`src/rtl/lcd_ks0108_pkg.sv`:
```
// Shared definitions for the KS0108 dual-controller LCD sequencer:
// command opcodes, main FSM states and bus-cycle phases.
package lcd_ks0108_pkg;

   localparam logic [7:0] CMD_DISP_ON    = 8'h3F;
   localparam logic [7:0] CMD_START_LINE = 8'hC0;
   localparam logic [7:0] CMD_SET_PAGE   = 8'hB8;
   localparam logic [7:0] CMD_SET_Y      = 8'h40;

   typedef enum logic [2:0] {
      ST_RST_HOLD = 3'd0,
      ST_INIT     = 3'd1,
      ST_IDLE     = 3'd2,
      ST_DECIDE   = 3'd3,
      ST_SET_PAGE = 3'd4,
      ST_SET_COL  = 3'd5,
      ST_WRITE    = 3'd6
   } main_state_e;

   typedef enum logic [1:0] {
      PH_IDLE  = 2'd0,
      PH_SETUP = 2'd1,
      PH_HIGH  = 2'd2,
      PH_HOLD  = 2'd3
   } bus_phase_e;

   // Init commands in issue order, broadcast to both controllers.
   function automatic logic [7:0] init_cmd(input logic [1:0] idx);
      case (idx)
         2'd0:    return CMD_DISP_ON;
         2'd1:    return CMD_START_LINE;
         2'd2:    return CMD_SET_PAGE;
         default: return CMD_SET_Y;
      endcase
   endfunction

endpackage

```
`src/rtl/lcd_ks0108_seq_bus_cycle.sv`:
```
// One LCD write cycle: SETUP (EN_HALF clks), HIGH (EN_HALF clks), HOLD (1 clk).
// A start seen while idle or in HOLD launches the next cycle with no gap.
module lcd_bus_cycle
   import lcd_ks0108_pkg::*;
#(
   parameter int EN_HALF = 4
) (
   input  logic       clk,
   input  logic       rst_n,
   input  logic       start,
   input  logic [7:0] data,
   input  logic       di,
   input  logic       cs1,
   input  logic       cs2,
   output logic [7:0] lcd_data,
   output logic       lcd_en,
   output logic       lcd_di,
   output logic       lcd_cs1,
   output logic       lcd_cs2,
   output logic       done
);

   localparam int CW = (EN_HALF > 1) ? $clog2(EN_HALF) : 1;
   localparam logic [CW-1:0] CNT_LAST = CW'(EN_HALF - 1);

   bus_phase_e    phase_q, phase_d;
   logic [CW-1:0] cnt_q, cnt_d;
   logic          en_q, en_d;
   logic [7:0]    data_q, data_d;
   logic          di_q, di_d;
   logic          cs1_q, cs1_d;
   logic          cs2_q, cs2_d;

   always_comb begin
      phase_d = phase_q;
      cnt_d   = cnt_q;
      en_d    = en_q;
      data_d  = data_q;
      di_d    = di_q;
      cs1_d   = cs1_q;
      cs2_d   = cs2_q;
      case (phase_q)
         PH_SETUP: begin
            if (cnt_q == CNT_LAST) begin
               phase_d = PH_HIGH;
               en_d    = 1'b1;
               cnt_d   = '0;
            end else begin
               cnt_d = cnt_q + 1'b1;
            end
         end
         PH_HIGH: begin
            if (cnt_q == CNT_LAST) begin
               phase_d = PH_HOLD;
               en_d    = 1'b0;
               cnt_d   = '0;
            end else begin
               cnt_d = cnt_q + 1'b1;
            end
         end
         PH_HOLD: phase_d = PH_IDLE;
         default: phase_d = PH_IDLE;
      endcase
      // Bus fields only ever change here, at SETUP entry.
      if (start && (phase_q == PH_IDLE || phase_q == PH_HOLD)) begin
         phase_d = PH_SETUP;
         cnt_d   = '0;
         en_d    = 1'b0;
         data_d  = data;
         di_d    = di;
         cs1_d   = cs1;
         cs2_d   = cs2;
      end
   end

   always_ff @(posedge clk or negedge rst_n) begin
      if (!rst_n) begin
         phase_q <= PH_IDLE;
         cnt_q   <= '0;
         en_q    <= 1'b0;
         data_q  <= 8'h00;
         di_q    <= 1'b0;
         cs1_q   <= 1'b0;
         cs2_q   <= 1'b0;
      end else begin
         phase_q <= phase_d;
         cnt_q   <= cnt_d;
         en_q    <= en_d;
         data_q  <= data_d;
         di_q    <= di_d;
         cs1_q   <= cs1_d;
         cs2_q   <= cs2_d;
      end
   end

   assign lcd_data = data_q;
   assign lcd_en   = en_q;
   assign lcd_di   = di_q;
   assign lcd_cs1  = cs1_q;
   assign lcd_cs2  = cs2_q;
   assign done     = (phase_q == PH_HOLD);

endmodule

```
`src/rtl/lcd_ks0108_seq.sv`:
```
// KS0108 128x64 LCD sequencer: power-up/init, then page/column/data writes
// with per-controller address caches so redundant address commands are skipped.
module lcd_ks0108_seq
   import lcd_ks0108_pkg::*;
#(
   parameter int EN_HALF    = 4,
   parameter int RST_CYCLES = 16
) (
   input  logic       clk,
   input  logic       rst_n,
   input  logic       req_valid,
   output logic       req_ready,
   input  logic [2:0] req_page,
   input  logic [6:0] req_col,
   input  logic [7:0] req_data,
   output logic       init_done,
   output logic [7:0] LCD_data,
   output logic       LCD_en,
   output logic       LCD_rw,
   output logic       LCD_rstn,
   output logic       LCD_cs1,
   output logic       LCD_cs2,
   output logic       LCD_di
);

   localparam int RW = (RST_CYCLES > 1) ? $clog2(RST_CYCLES) : 1;
   localparam logic [RW-1:0] RST_LAST = RW'(RST_CYCLES - 1);

   main_state_e     state_q, state_d;
   logic [RW-1:0]   rst_cnt_q, rst_cnt_d;
   logic [1:0]      init_idx_q, init_idx_d;
   logic [2:0]      page_q, page_d;
   logic [6:0]      col_q, col_d;
   logic [7:0]      wdata_q, wdata_d;
   logic [1:0][2:0] page_c_q, page_c_d;
   logic [1:0][5:0] col_c_q, col_c_d;
   logic [1:0]      valid_q, valid_d;
   logic            ready_q, ready_d;
   logic            init_done_q, init_done_d;
   logic            lcd_rstn_q, lcd_rstn_d;

   logic            start;
   logic [7:0]      cmd_data;
   logic            cmd_di, cmd_cs1, cmd_cs2;
   logic            bus_done;
   logic            sel;
   logic            page_hit, col_hit;

   // sel = 0 addresses the left controller (CS1), 1 the right (CS2).
   assign sel      = col_q[6];
   assign page_hit = valid_q[sel] && (page_c_q[sel] == page_q);
   assign col_hit  = valid_q[sel] && (col_c_q[sel] == col_q[5:0]);

   always_comb begin
      state_d     = state_q;
      rst_cnt_d   = rst_cnt_q;
      init_idx_d  = init_idx_q;
      page_d      = page_q;
      col_d       = col_q;
      wdata_d     = wdata_q;
      page_c_d    = page_c_q;
      col_c_d     = col_c_q;
      valid_d     = valid_q;
      ready_d     = ready_q;
      init_done_d = init_done_q;
      lcd_rstn_d  = lcd_rstn_q;
      start       = 1'b0;
      case (state_q)
         ST_RST_HOLD: begin
            if (rst_cnt_q == RST_LAST) begin
               lcd_rstn_d = 1'b1;
               init_idx_d = 2'd0;
               state_d    = ST_INIT;
               start      = 1'b1;
            end else begin
               rst_cnt_d = rst_cnt_q + 1'b1;
            end
         end
         ST_INIT: begin
            if (bus_done) begin
               if (init_idx_q == 2'd3) begin
                  page_c_d    = '0;
                  col_c_d     = '0;
                  valid_d     = 2'b11;
                  init_done_d = 1'b1;
                  ready_d     = 1'b1;
                  state_d     = ST_IDLE;
               end else begin
                  init_idx_d = init_idx_q + 1'b1;
                  start      = 1'b1;
               end
            end
         end
         ST_IDLE: begin
            if (req_valid) begin
               page_d  = req_page;
               col_d   = req_col;
               wdata_d = req_data;
               ready_d = 1'b0;
               state_d = ST_DECIDE;
            end
         end
         ST_DECIDE: begin
            start = 1'b1;
            if (!page_hit)     state_d = ST_SET_PAGE;
            else if (!col_hit) state_d = ST_SET_COL;
            else               state_d = ST_WRITE;
         end
         ST_SET_PAGE: begin
            if (bus_done) begin
               page_c_d[sel] = page_q;
               start         = 1'b1;
               state_d       = col_hit ? ST_WRITE : ST_SET_COL;
            end
         end
         ST_SET_COL: begin
            if (bus_done) begin
               col_c_d[sel] = col_q[5:0];
               start        = 1'b1;
               state_d      = ST_WRITE;
            end
         end
         ST_WRITE: begin
            // The panel auto-increments Y within its own half only.
            if (bus_done) begin
               col_c_d[sel] = col_c_q[sel] + 1'b1;
               ready_d      = 1'b1;
               state_d      = ST_IDLE;
            end
         end
         default: state_d = ST_RST_HOLD;
      endcase

      cmd_data = 8'h00;
      cmd_di   = 1'b0;
      cmd_cs1  = 1'b0;
      cmd_cs2  = 1'b0;
      if (start) begin
         case (state_d)
            ST_INIT: begin
               cmd_data = init_cmd(init_idx_d);
               cmd_cs1  = 1'b1;
               cmd_cs2  = 1'b1;
            end
            ST_SET_PAGE: begin
               cmd_data = CMD_SET_PAGE | {5'b0, page_q};
               cmd_cs1  = ~sel;
               cmd_cs2  = sel;
            end
            ST_SET_COL: begin
               cmd_data = CMD_SET_Y | {2'b0, col_q[5:0]};
               cmd_cs1  = ~sel;
               cmd_cs2  = sel;
            end
            ST_WRITE: begin
               cmd_data = wdata_q;
               cmd_di   = 1'b1;
               cmd_cs1  = ~sel;
               cmd_cs2  = sel;
            end
            default: cmd_data = 8'h00;
         endcase
      end
   end

   always_ff @(posedge clk or negedge rst_n) begin
      if (!rst_n) begin
         state_q     <= ST_RST_HOLD;
         rst_cnt_q   <= '0;
         init_idx_q  <= 2'd0;
         page_q      <= 3'd0;
         col_q       <= 7'd0;
         wdata_q     <= 8'h00;
         page_c_q    <= '0;
         col_c_q     <= '0;
         valid_q     <= 2'b00;
         ready_q     <= 1'b0;
         init_done_q <= 1'b0;
         lcd_rstn_q  <= 1'b0;
      end else begin
         state_q     <= state_d;
         rst_cnt_q   <= rst_cnt_d;
         init_idx_q  <= init_idx_d;
         page_q      <= page_d;
         col_q       <= col_d;
         wdata_q     <= wdata_d;
         page_c_q    <= page_c_d;
         col_c_q     <= col_c_d;
         valid_q     <= valid_d;
         ready_q     <= ready_d;
         init_done_q <= init_done_d;
         lcd_rstn_q  <= lcd_rstn_d;
      end
   end

   lcd_bus_cycle #(.EN_HALF(EN_HALF)) u_bus (
      .clk      (clk),
      .rst_n    (rst_n),
      .start    (start),
      .data     (cmd_data),
      .di       (cmd_di),
      .cs1      (cmd_cs1),
      .cs2      (cmd_cs2),
      .lcd_data (LCD_data),
      .lcd_en   (LCD_en),
      .lcd_di   (LCD_di),
      .lcd_cs1  (LCD_cs1),
      .lcd_cs2  (LCD_cs2),
      .done     (bus_done)
   );

   assign req_ready = ready_q;
   assign init_done = init_done_q;
   assign LCD_rstn  = lcd_rstn_q;
   assign LCD_rw    = 1'b0;

endmodule

```
`config.mk`:
```
export PLATFORM = sky130hd
export DESIGN_NAME = lcd_ks0108_seq
export DESIGN_NICKNAME = d
export VERILOG_FILES = /design/src/rtl/lcd_ks0108_pkg.sv /design/src/rtl/lcd_ks0108_seq_bus_cycle.sv /design/src/rtl/lcd_ks0108_seq.sv
export SDC_FILE = /design/constraint.sdc
export NUM_CORES = 1
export LEC_CHECK = 0
export CORE_MARGIN = 5
export CORE_UTILIZATION = 35
export DETAILED_ROUTE_END_ITERATION = 16
export MAX_ROUTING_LAYER = met4
export PLACE_DENSITY_LB_ADDON = 0.05
export SYNTH_ARGS = -nofsm -noshare
export SYNTH_HDL_FRONTEND = slang
export SYNTH_SLANG_ARGS = --single-unit
```
`constraint.sdc`:
```
create_clock -name clk -period 2.68 [get_ports clk]
set_input_delay 0.804 -clock clk [delete_from_list [all_inputs] [get_ports clk]]
set_output_delay 0.804 -clock clk [all_outputs]
set_load 0.02 [all_outputs]
```
==> results by group <==
GRT
  – Gr usage total: 15.7%
  – Number of global-route vias before repair: 2666
  – Antenna violations before repair: 0
  – Pin count of the biggest net entering global routing: 65
  – First-pass GRT wire length: 13800 µm
  – Grt total ovfl: 0

Setup path
  – R2R depth: 8
  – FF-to-FF End: u_bus.lcd_data[6]$_DFFE_PN0P_
  – Crit end category: register
  – WS Path Type: register to register
  – WP data required: 2940 ps
  – Reg2reg setup slack: 310 ps
  – Critical Path Fanout Max: 23
  – Worst reg2reg startpoint: col_q[6]$_DFFE_PN0P_
  – CP Data Arrival Time: 2640 ps
  – Setup crit start kind: register

Clock tree
  – Clk Latency, worst-skew pair: 340 ps
  – H-tree depth: 3
  – Num CTS Buffers: 9
  – CTS tree: done
  – Hold-fix buffers, CTS: 0
  – Postcts setup bufs: 0
  – Clock Root Buffer: clkbuf_8
  – Post-cts resize count: 0
  – Clk pin slew, worst setup/hold paths: 70 ps
  – Clk sinks: 64
  – CTS max path bufs: 2

Synth
  – Yosys reg bits: 64
  – Post-synthesis net count: 359
  – FFs w/ async S/R, synth: 100%
  – Avg Inst Size Synth: 10.1 µm²
  – Largest cells by area after synthesis: dfrtp_1, mux2_2, o21ai_0
  – Synth Instances: 330
  – Sequential area share after synthesis: 48.1%
  – Library cells used by synthesis: 46
  – Area share of the largest cell type after synthesis: 48.1%
  – Mapped Area: 0.00333 mm²
  – YS warnings: 0
  – Post-synth EDFFs: 0
  – Yosys top cell by area: dfrtp_1
  – Primary FF master, synth: dfrtp_1

Job
  – Max cap viols: 0

Drt
  – WL per Instance: 16.4 µm
  – DRC viols: 0
  – DRT Pass-1 Iters: 5
  – DR iter-0 viols: 204
  – Via count: 2629
  – WL final: 8410 µm
  – Vias per cell: 5.12
  – Post-DRT Antenna Nets: 0

Floorplanning
  – Num rows: 35
  – Die ar.: 0.0116 mm²
  – Die width: 107 µm
  – Initial Util: 36.0%
  – Die span in y: 107 µm
  – Num ports: 37
  – Total core area: 0.00924 mm²

STA
  – Crit share post-route: 88.5%
  – Final Hold Vio Count: 0
  – Slew @ Worst Pin: 525 ps
  – Setup TNS: 0 ps
  – Fmax achieved: 0.422 GHz
  – Clk_skew: 10.4 ps
  – Final period demand of the worst path: 2370 ps
  – RSZ-0062 raised after global routing: no
  – Final WS setup: 309 ps
  – Setup violators final: 0
  – Max_slew headroom: 64.8%
  – Slew Viols, Final: 0

Placed design
  – Placed cell count: 497
  – Placement Cell Area: 0.00390 mm²
  – DP Worst Slack: 52.7 ps
  – GPL Wtd Cong: 0.835
  – IO buf count: 35
  – Dpl hpwl: 6150 µm

Status
  – Outcome: complete, no violations

Worst hold path
  – HP Class: input pin to asynchronous set/reset pin

Pwr
  – Maximum vdd drop: 0.000246 V
  – LEAKAGE: 1.90 nW
  – Cell Pwr Density: 451 mW/mm²

Layout
  – # diodes: 0
  – Layout area overhead: 23.2%
  – Final Cell Area: 0.00410 mm²
  – Finished Layout Cells: 513
  – Fin util: 44.4%
  – Share of layout cells above drive strength 1: 15.1%
  – Fin nets: 408
  – Most frequent cells in the layout: dfrtp_1, nand2_1, clkdlybuf4s50_1, o21ai_0, nor2_1
  – Fill cell count: 915
  – Most common cell after layout, fill and taps aside: dfrtp_1
-- where the power goes --
| group | internal, mW | total [mW] | leakage, nW | switching, mW |
|---|---|---|---|---|
| clock | 0.454 | 0.834 | 0.0993 | 0.380 |
| sequential | 0.965 | 0.965 | 0.858 | 0 |
| combinational | 0.0276 | 0.0517 | 0.939 | 0.0241 |
| total | 1.45 | 1.85 | 1.90 | 0.404 |
-- per-stage QoR --
stage	total power, mW	hold slack [ps]
2_1_floorplan	0.987	445
3_3_place_gp	1.04	451
5_1_grt	1.93	489
3_5_place_dp	1.04	460
4_1_cts	1.89	475
6_report	1.85	468
-- worst max path at each step --
stage	to	startpoint	slack (ps)	cells after the start
detailed placement	u_bus.lcd_data[6]$_DFFE_PN0P_	req_valid	50	7
global route	u_bus.lcd_data[6]$_DFFE_PN0P_	col_q[6]$_DFFE_PN0P_	150	8
finish	u_bus.lcd_data[6]$_DFFE_PN0P_	col_q[6]$_DFFE_PN0P_	310	8
CTS	u_bus.lcd_data[6]$_DFFE_PN0P_	col_q[6]$_DFFE_PN0P_	300	8
floorplan	u_bus.lcd_data[7]$_DFFE_PN0P_	state_q[0]$_DFF_PN0_	450	8
global placement	u_bus.lcd_data[5]$_DFFE_PN0P_	req_valid	70	7
-- worst max-delay path: stages (launching register included) --
cell and delay [ps]:
dfrtp_1 370, buf_12 180, mux2i_1 230, xnor2_1 90
or4_4 540, and3_4 200, a211oi_4 350, a221oi_1 160
a21oi_1 170
-- cells in the mapped netlist (all sizes together), types with 5 or more instances --
| cell | count |
|---|---|
| dfrtp | 64 |
| ha | 8 |
| nand2 | 36 |
| a21oi | 23 |
| nand3 | 13 |
| nor2b | 5 |
| clkbuf | 7 |
| xnor2 | 14 |
| nor2 | 26 |
| and3 | 5 |
| a211oi | 5 |
| mux2 | 18 |
| mux2i | 10 |
| o21ai | 32 |
| inv | 10 |
| a22o | 11 |
-- layout make-up --
cell class | count | area (µm²) | share of cell area [%]
multi-input cells | 245 | 1630 | 39.7
flip-flops and latches | 64 | 1600 | 39.1
repair buffers | 49 | 475 | 11.6
well taps | 129 | 161 | 3.94
clock buffers | 11 | 141 | 3.45
clock inverters | 5 | 56.3 | 1.37
inverters | 10 | 37.5 | 0.915
-- registers in the layout, indices dropped and copies added (netlist names), 2 cells and up --
signal	flops
page_c_q	6
page_q	3
u_bus.phase_q	2
init_idx_q	2
col_c_q	12
rst_cnt_q	4
u_bus.lcd_data	8
state_q	3
wdata_q	8
col_q	7
u_bus.cnt_q	2
-- kinds of logic (layout without fill, tap and decap cells) --
family / count (synthesis) / after routing / share of synthesized area, %
flip-flops: 64 / 64 / 48.1
AO/OA/AOI/OAI: 86 / 86 / 16.8
AND/OR/NAND/NOR: 104 / 104 / 15.2
XOR/XNOR: 18 / 18 / 4.74
adder cells (fa/ha/maj): 8 / 8 / 3.01
buffers and inverters: 21 / 75 / 2.97
multiplexers: 28 / 28 / 9.10
other: 1 / 1 / 0.113
-- metal layers --
| metal | up-vias | track usage [%] | wire (µm) |
|---|---|---|---|
| met4 | 0 | 3.25 | 30 |
| met1 | 1277 | 21.5 | 4130 |
| li1 | 1270 | - | - |
| met5 | - | - | 0 |
| met3 | 2 | 4.20 | 368 |
| met2 | 80 | 23.6 | 3880 |
Note: power is estimated with default switching activity, not from simulation.
